==> src/rtl/func_ret_rob_pkg.sv <==
// Shared function-arbiter package: return-path widths and ROB types.
//   RET_DW     - return data width
//   CALL_SEQ_W - call sequence tag width
//   ROB_W      - reorder buffer depth (power of two, 1 << CALL_SEQ_W)
package func_ret_rob_pkg;

  localparam int unsigned RET_DW     = 32;
  localparam int unsigned CALL_SEQ_W = 2;
  localparam int unsigned ROB_W      = 1 << CALL_SEQ_W;

  typedef logic [CALL_SEQ_W-1:0] call_seq_t;

  typedef struct packed {
    logic              pend;
    logic              done;
    logic [RET_DW-1:0] data;
  } rob_entry_t;

endpackage

==> src/rtl/func_ret_rob_if.sv <==
// Caller-side bundle of the return reorder buffer.
//   alloc_req/alloc_gnt/alloc_seq : call tag allocation
//   ret_valid/ret_seq/ret_data    : out-of-order return beats, ret_err flags bad beats
//   out_valid/out_data/out_ready  : in-order delivery to the caller
//   pend_cnt                      : allocated entries not yet popped
// slave modport is the buffer, master modport is the caller/arbiter side.
interface func_ret_rob_if
  import func_ret_rob_pkg::*;
#(
  parameter int unsigned RET_DW     = func_ret_rob_pkg::RET_DW,
  parameter int unsigned CALL_SEQ_W = func_ret_rob_pkg::CALL_SEQ_W
);
  logic                  alloc_req;
  logic                  alloc_gnt;
  logic [CALL_SEQ_W-1:0] alloc_seq;
  logic                  ret_valid;
  logic [CALL_SEQ_W-1:0] ret_seq;
  logic [RET_DW-1:0]     ret_data;
  logic                  ret_err;
  logic                  out_valid;
  logic [RET_DW-1:0]     out_data;
  logic                  out_ready;
  logic [CALL_SEQ_W:0]   pend_cnt;

  modport slave (
    input  alloc_req, ret_valid, ret_seq, ret_data, out_ready,
    output alloc_gnt, alloc_seq, ret_err, out_valid, out_data, pend_cnt
  );

  modport master (
    output alloc_req, ret_valid, ret_seq, ret_data, out_ready,
    input  alloc_gnt, alloc_seq, ret_err, out_valid, out_data, pend_cnt
  );
endinterface

==> src/rtl/func_ret_rob.sv <==
// Per-caller return reorder buffer: hands out call tags in order, accepts
// returns in any order, and delivers them to the caller strictly in call order.
// Ports:
//   clk  - clock
//   rstn - synchronous active-low reset
//   bus  - func_ret_rob_if.slave (alloc, return and in-order output channels)
module func_ret_rob
  import func_ret_rob_pkg::*;
#(
  parameter int unsigned RET_DW     = func_ret_rob_pkg::RET_DW,
  parameter int unsigned CALL_SEQ_W = func_ret_rob_pkg::CALL_SEQ_W,
  parameter int unsigned ROB_W      = 1 << CALL_SEQ_W
) (
  input logic           clk,
  input logic           rstn,
  func_ret_rob_if.slave bus
);

  localparam int unsigned CNT_W = CALL_SEQ_W + 1;

  logic [CALL_SEQ_W-1:0] head;
  logic [CALL_SEQ_W-1:0] tail;
  logic [CNT_W-1:0]      count;
  logic [ROB_W-1:0]      pend;
  logic [ROB_W-1:0]      done;
  logic [RET_DW-1:0]     data [ROB_W];
  logic                  ret_err;

  logic alloc_fire_c;
  logic pop_c;
  logic ret_ok_c;

  // Grant is a pure function of the registered count: no pop-to-alloc bypass.
  assign bus.alloc_gnt = (count < CNT_W'(ROB_W));
  assign bus.alloc_seq = tail;
  assign bus.out_valid = done[head];
  assign bus.out_data  = data[head];
  assign bus.ret_err   = ret_err;
  assign bus.pend_cnt  = count;

  // Handshake qualifiers
  always_comb begin
    alloc_fire_c = bus.alloc_req && bus.alloc_gnt;
    pop_c        = done[head] && bus.out_ready;
    ret_ok_c     = pend[bus.ret_seq] && !done[bus.ret_seq];
  end

  // Pointers, counter and entry storage. Pop needs done=1 and a good return
  // needs done=0, so the two never touch the same entry in one cycle; alloc
  // only targets a non-pending tail entry.
  always_ff @(posedge clk) begin
    if (!rstn) begin
      head    <= '0;
      tail    <= '0;
      count   <= '0;
      pend    <= '0;
      done    <= '0;
      ret_err <= 1'b0;
      for (int unsigned i = 0; i < ROB_W; i++) begin
        data[i] <= '0;
      end
    end else begin
      ret_err <= bus.ret_valid && !ret_ok_c;

      if (alloc_fire_c) begin
        pend[tail] <= 1'b1;
        done[tail] <= 1'b0;
        tail       <= tail + CALL_SEQ_W'(1);
      end

      if (bus.ret_valid && ret_ok_c) begin
        data[bus.ret_seq] <= bus.ret_data;
        done[bus.ret_seq] <= 1'b1;
      end

      if (pop_c) begin
        pend[head] <= 1'b0;
        done[head] <= 1'b0;
        head       <= head + CALL_SEQ_W'(1);
      end

      case ({alloc_fire_c, pop_c})
        2'b10:   count <= count + CNT_W'(1);
        2'b01:   count <= count - CNT_W'(1);
        default: count <= count;
      endcase
    end
  end

endmodule

==> src/flat_wrapper.sv <==
// flat-port wrapper written by rule: the top's interface ports become plain ports
module func_ret_rob_flat import func_ret_rob_pkg::*;
#(
  parameter int unsigned RET_DW     = func_ret_rob_pkg::RET_DW,
  parameter int unsigned CALL_SEQ_W = func_ret_rob_pkg::CALL_SEQ_W,
  parameter int unsigned ROB_W      = 1 << CALL_SEQ_W
)
  (clk, rstn, bus_alloc_req, bus_ret_valid, bus_ret_seq, bus_ret_data, bus_out_ready, bus_alloc_gnt, bus_alloc_seq, bus_ret_err, bus_out_valid, bus_out_data, bus_pend_cnt);
  func_ret_rob_if #(.RET_DW(RET_DW), .CALL_SEQ_W(CALL_SEQ_W)) bus_i ();
  input logic clk;
  input logic rstn;
  input wire logic [$bits(bus_i.alloc_req)-1:0] bus_alloc_req;
  input wire logic [$bits(bus_i.ret_valid)-1:0] bus_ret_valid;
  input wire logic [$bits(bus_i.ret_seq)-1:0] bus_ret_seq;
  input wire logic [$bits(bus_i.ret_data)-1:0] bus_ret_data;
  input wire logic [$bits(bus_i.out_ready)-1:0] bus_out_ready;
  output wire logic [$bits(bus_i.alloc_gnt)-1:0] bus_alloc_gnt;
  output wire logic [$bits(bus_i.alloc_seq)-1:0] bus_alloc_seq;
  output wire logic [$bits(bus_i.ret_err)-1:0] bus_ret_err;
  output wire logic [$bits(bus_i.out_valid)-1:0] bus_out_valid;
  output wire logic [$bits(bus_i.out_data)-1:0] bus_out_data;
  output wire logic [$bits(bus_i.pend_cnt)-1:0] bus_pend_cnt;
  assign bus_i.alloc_req = bus_alloc_req;
  assign bus_i.ret_valid = bus_ret_valid;
  assign bus_i.ret_seq = bus_ret_seq;
  assign bus_i.ret_data = bus_ret_data;
  assign bus_i.out_ready = bus_out_ready;
  assign bus_alloc_gnt = bus_i.alloc_gnt;
  assign bus_alloc_seq = bus_i.alloc_seq;
  assign bus_ret_err = bus_i.ret_err;
  assign bus_out_valid = bus_i.out_valid;
  assign bus_out_data = bus_i.out_data;
  assign bus_pend_cnt = bus_i.pend_cnt;
  func_ret_rob #(.RET_DW(RET_DW), .CALL_SEQ_W(CALL_SEQ_W), .ROB_W(ROB_W)) u_core (.clk(clk), .rstn(rstn), .bus(bus_i));
endmodule
==> config.mk <==
export PLATFORM = sky130hd
export DESIGN_NAME = func_ret_rob_flat
export DESIGN_NICKNAME = d
export VERILOG_FILES = /design/src/rtl/func_ret_rob_pkg.sv /design/src/rtl/func_ret_rob_if.sv /design/src/rtl/func_ret_rob.sv /design/src/flat_wrapper.sv
export SDC_FILE = /design/constraint.sdc
export NUM_CORES = 1
export LEC_CHECK = 0
export ABC_AREA = 1
export CAP_MARGIN = 20
export CORE_ASPECT_RATIO = 0.9
export CORE_MARGIN = 1.5
export CORE_UTILIZATION = 40
export CTS_BUF_LIST = sky130_fd_sc_hd__clkbuf_8
export DETAILED_ROUTE_END_ITERATION = 16
export REMOVE_ABC_BUFFERS = 1
export SLEW_MARGIN = 5
export SYNTH_ARGS = -nofsm -noshare
export SYNTH_HDL_FRONTEND = slang
export SYNTH_SLANG_ARGS = --single-unit
==> constraint.sdc <==
create_clock -name clk -period 2.6 [get_ports clk]
set_input_delay 0.78 -clock clk [delete_from_list [all_inputs] [get_ports clk]]
set_output_delay 0.78 -clock clk [all_outputs]
set_load 0.01 [all_outputs]
**After elaboration in Yosys (flattened, before gate mapping)**

Memory sizes are Yosys's and may differ from the RTL's. A register that Yosys moved wholly into a read port is not among the register bits.
Index checks and enable logic that the tools add are counted.

- Bits in registers: 16
- Latch bits: 0
- RAM bits: 128
- ROM bits: 0
- Word-level logic and storage cells: 69
- Memories: 1

- Add/subtract/negate cells: 4
- $mul: 0
- Div/mod/pow operators: 0
- Magnitude comparators: 7
- Equal/unequal tests: 2
- Shift operators: 0
- Muxes and demuxes: 30
- Bitwise operators: 7
- Reductions and logical operators: 12

Memory list:

| memory | depth | bits a word | rd ports | clocked after memory_dff | write ports | line | source |
|---|---|---|---|---|---|---|---|
| u_core.data | 4 | 32 | 1 | 1 | 4 | func_ret_rob.sv:26 | `logic [RET_DW-1:0] data [ROB_W];` |

Operators with widths:

| kind | number |
|---|---|
| 2-to-1 mux 32 bit | 1 |
| 2-to-1 mux 4 bit | 8 |
| OR reduction 32 bit | 1 |
| AND 4 bit | 3 |
| 2-to-1 mux 1 bit | 11 |
| less-than comparator 2 x 3 -> 1 bit (second input constant) | 3 |
| logical AND 1 bit | 8 |
| inverter 4 bit | 2 |
| bitwise OR 4 bit | 2 |
| binary-select mux 1 bit (select 2 bit) | 3 |
| demux 1 bit (select 2 bit) | 3 |
| greater-or-equal comparator 2 x 1 -> 1 bit (second input constant) | 3 |
| 2-to-1 mux 2 bit | 3 |
| one-hot mux 3 bit (2 select lines) | 1 |
| adder 2 x 1 -> 2 bit (second input constant) | 2 |
| adder 3 x 1 -> 3 bit (second input constant) | 1 |
| less-than comparator 3 bit (second input constant) | 1 |
| subtractor 3 x 1 -> 3 bit (second input constant) | 1 |
| == test 2 x 1 -> 1 bit (second input constant) | 1 |
| == test 2 bit (second input constant) | 1 |
| zero test 1 bit | 2 |
| nonzero test 2 bit | 1 |

**Longest topological paths before layout**

- Depth in word-level cells: 13
- Depth in mapped cells: 12

**Worst setup path before layout**

OpenSTA, ideal clock, no wires.

- Kind: input -> register
- Start point: input bus_ret_seq[0]
- End point: memory u_core.data[1][0] (enable)
- Library setup time: 0.389 ns
- Arrival time: 2.081 ns
- Required time: 2.211 ns
- Path slack: 0.129 ns
- Stages: 8
- Cell sequence: buf_4 > inv_2 > nand2_1 > nand2_1 > nand2_1 > nand2_1 > nand4_1 > nand2_1

RTL lines:

| element | line | source |
|---|---|---|
| start, declared | flat_wrapper.sv:14 | `input wire logic [$bits(bus_i.ret_seq)-1:0] bus_ret_seq;` |
| end, declared | func_ret_rob.sv:26 |  |

==> impl_metrics.csv <==
group,metric,value,unit
die,rows,44,
sta,tightest_slew,0.384,ns
critical_path,required,1.82,ns
synth,ys_ff_latch,146,
cts,clock_latency,0.45,ns
sta,fin_crit_sh,0.978,
sta,whs,0.499,ns
critical_path,path_buf_inv,3,
routing,drc_errors,0,
global_routing,track_usage,0.195,
critical_path,cp-start-kind,"flop",
die,fp.dieW,138,um
place,io_buffers,78,
pwr,power,5.02,mW
run,cap_violations,0,
sta,skew,0.0127,ns
final_layout,antenna_cells,0,
critical_path,critical_path_class,"flop to primary output",
cts,cts_hold_buffers,0,
synth,synth_cell_types,25,
cts,cts_sinks,146,
hold_path,hold_class,"flop to flop",
critical_path,crit_path_cell_trace,"clkinv_4 > buf_12 > o21ai_0 > o22ai_1 > dlygate4sd2_1",
place,pre_cts_slack,-0.150,ns
synth,netlist.area_leader.share,0.584,
cts,cts_made_buffers,17,
final_layout,layout_common_cells,"nor2_1 (170), edfxtp_1 (128), inv_1 (60), o21ai_0 (59), clkdlybuf4s50_1 (45)",
critical_path,slowest_stage,"dfxtp_4",
die,dieArea,17200,um2
sta,setup_viol,0,
final_layout,area_growth,26.1,%
global_routing,grt_start_max_net_pins,41,
synth,synth.area.top_cells,"edfxtp_1 (58%), nor2_1 (9.7%), dfxtp_1 (5.5%)",
routing,drt_iter0_drc,398,
routing,drtAntennaViolNets,0,
critical_path,crit_arrival,1.76,ns
global_routing,antenna_found_initial,1,
synth,ys_seq_area_frac,0.639,
cts,root_buffer,"clkbuf_8",
global_routing,grt_pass1_vias,4950,
sta,rsz0062_at_grt,"yes",
sta,finalHoldViolCount,0,
synth,synth_cells,638,
cts,clk_pin_slew,0.09,ns
place,dpl.hpwl,10000,um
sta,fin_ws,0.0578,ns
routing,avgViaCountPerCell,5.10,
global_routing,grt_overflow,0,
die,core_area,16100,um2
sta,fmax,0.393,GHz
final_layout,drive_above_1_share,0.135,
synth,syn-cell-area,6580,um2
routing,wl_per_cell,17.4,um
cts,cts_buffer_depth,2,
synth,synth_enable_flop_cells,128,
pwr,peakVddDrop,320,uV
sta,maxSlewViolCount,0,
final_layout,stdcell_area,8300,um2
global_routing,grt_pass1_wl,26000,um
die,ios,79,
critical_path,critPathMaxStageDelay,0.39,ns
critical_path,cp-end-kind,"primary output",
routing,routed_wirelength,16600,um
synth,synth_area_leader_cell,"edfxtp_1",
place,gp_congestion,0.854,
cts,h-tree-depth,4,
pwr,power_density,605,nW/um2
final_layout,nets,784,
synth,synthArstFlopShare,0,
final_layout,mostFrequentLayoutCell,"nor2_1",
synth,synth_ff_type,"edfxtp_1",
die,initial_core_util,0.408,
critical_path,worstPathMaxFanout,32,
critical_path,crit_family,"buffers and inverters",
place,dpl-instance-area,7820,um2
synth,avgSynthCellArea,10.3,um2
pwr,p_leak,3.48,nW
sta,relSlewSlack,0.744,
cts,cts_tree,"done",
run_status,status,"completed",
routing,num_vias,4873,
routing,dr.pass1.iters,5,
synth,ys_warn_count,0,
die,die_h,125,um
sta,finalCriticalPeriod,2.54,ns
kinds of logic after synthesis:
group                      after synthesis  share of synthesized area
adders and majority gates               10                     0.0202
DFF                                    146                      0.639
buffers and inverters                  105                     0.0654
and+or+nand+nor                        257                      0.178
AOI/OAI and AO/OA                      120                     0.0973
through the flow:
stage | instances | setup TNS (ns) | utilization
final | 955 | 0 | 0.515
after global routing | 955 | -0.00797 | 0.515
after CTS | 953 | -0.186 | 0.512
after detailed placement | 920 | -18.38 | 0.485
after global placement | 920 | -5.95 | 0.485
after floorplan | 602 | -37.24 | -
tightest hold or removal path, stage by stage, from the launching register on:
cell and delay (ns):
dfxtp_1 0.34, nand2_1 0.07, a21oi_1 0.05
path summary, 6_finish.rpt:
path / slack, ns / depth (start not counted) / to / startpoint
max reg2reg: 0.58 / 12 / u_core.bus.pend_cnt[2] / u_core.head[0]
min: 0.50 / 2 / u_core.done[3] / u_core.done[3]
min reg2reg: 0.50 / 2 / u_core.done[3] / u_core.done[3]
max: 0.06 / 5 / bus_out_data[31] / flop
sequential cells by signal, indices dropped and copies added, names as in the netlist, named ones only:
| signal | cells |
|---|---|
| u_core.head | 2 |
| u_core.pend | 4 |
| u_core.data | 128 |
| u_core.bus.alloc_seq | 2 |
| u_core.bus.ret_err | 1 |
| u_core.done | 4 |
| u_core.bus.pend_cnt | 3 |
repair_timing:
| action | in CTS | in global routing |
|---|---|---|
| resized for setup | 45 | 16 |
| endpoints found under the hold margin | 0 | 0 |
| pin swaps | 0 | 1 |
| gates cloned | 1 | 1 |
| setup endpoints to repair | 32 | 7 |
| buffers inserted | 0 | 1 |
report_power, final:
part / internal [mW] / switching, mW / total (mW)
registers: 2.64 / 0.0330 / 2.67
logic: 0.200 / 0.279 / 0.479
clock network: 0.960 / 0.915 / 1.87
synthesized netlist by cell type, types with 3 or more instances:
master,n
nor2_1,170
edfxtp_1,128
o21ai_0,71
inv_1,61
nand2_1,40
o22ai_1,32
clkbuf_1,25
nand3_1,23
dfxtp_1,18
a21oi_1,17
nand3_2,12
ha_1,9
inv_2,6
nand3_4,5
buf_2,4
nand4_1,4
buf_1,3
layout make-up:
cell class / count / area (um2)
Clock buffer: 17 / 234
Clock inverter: 15 / 183
Fill cell: 1466 / 7830
Inverter: 69 / 264
Multi-Input combinational cell: 387 / 1960
Sequential cell: 146 / 4210
Tap cell: 207 / 259
Timing Repair Buffer: 114 / 1190
metal layers:
layer | vias up | GRT usage | part of all wire
li1 | 2359 | - | -
met1 | 2343 | 0.254 | 0.45
met2 | 152 | 0.320 | 0.48
met3 | 19 | 0.0554 | 0.064
met4 | 0 | 0.0508 | 0.011
met5 | - | 0 | 0
Note: power is estimated with default switching activity, not from simulation.
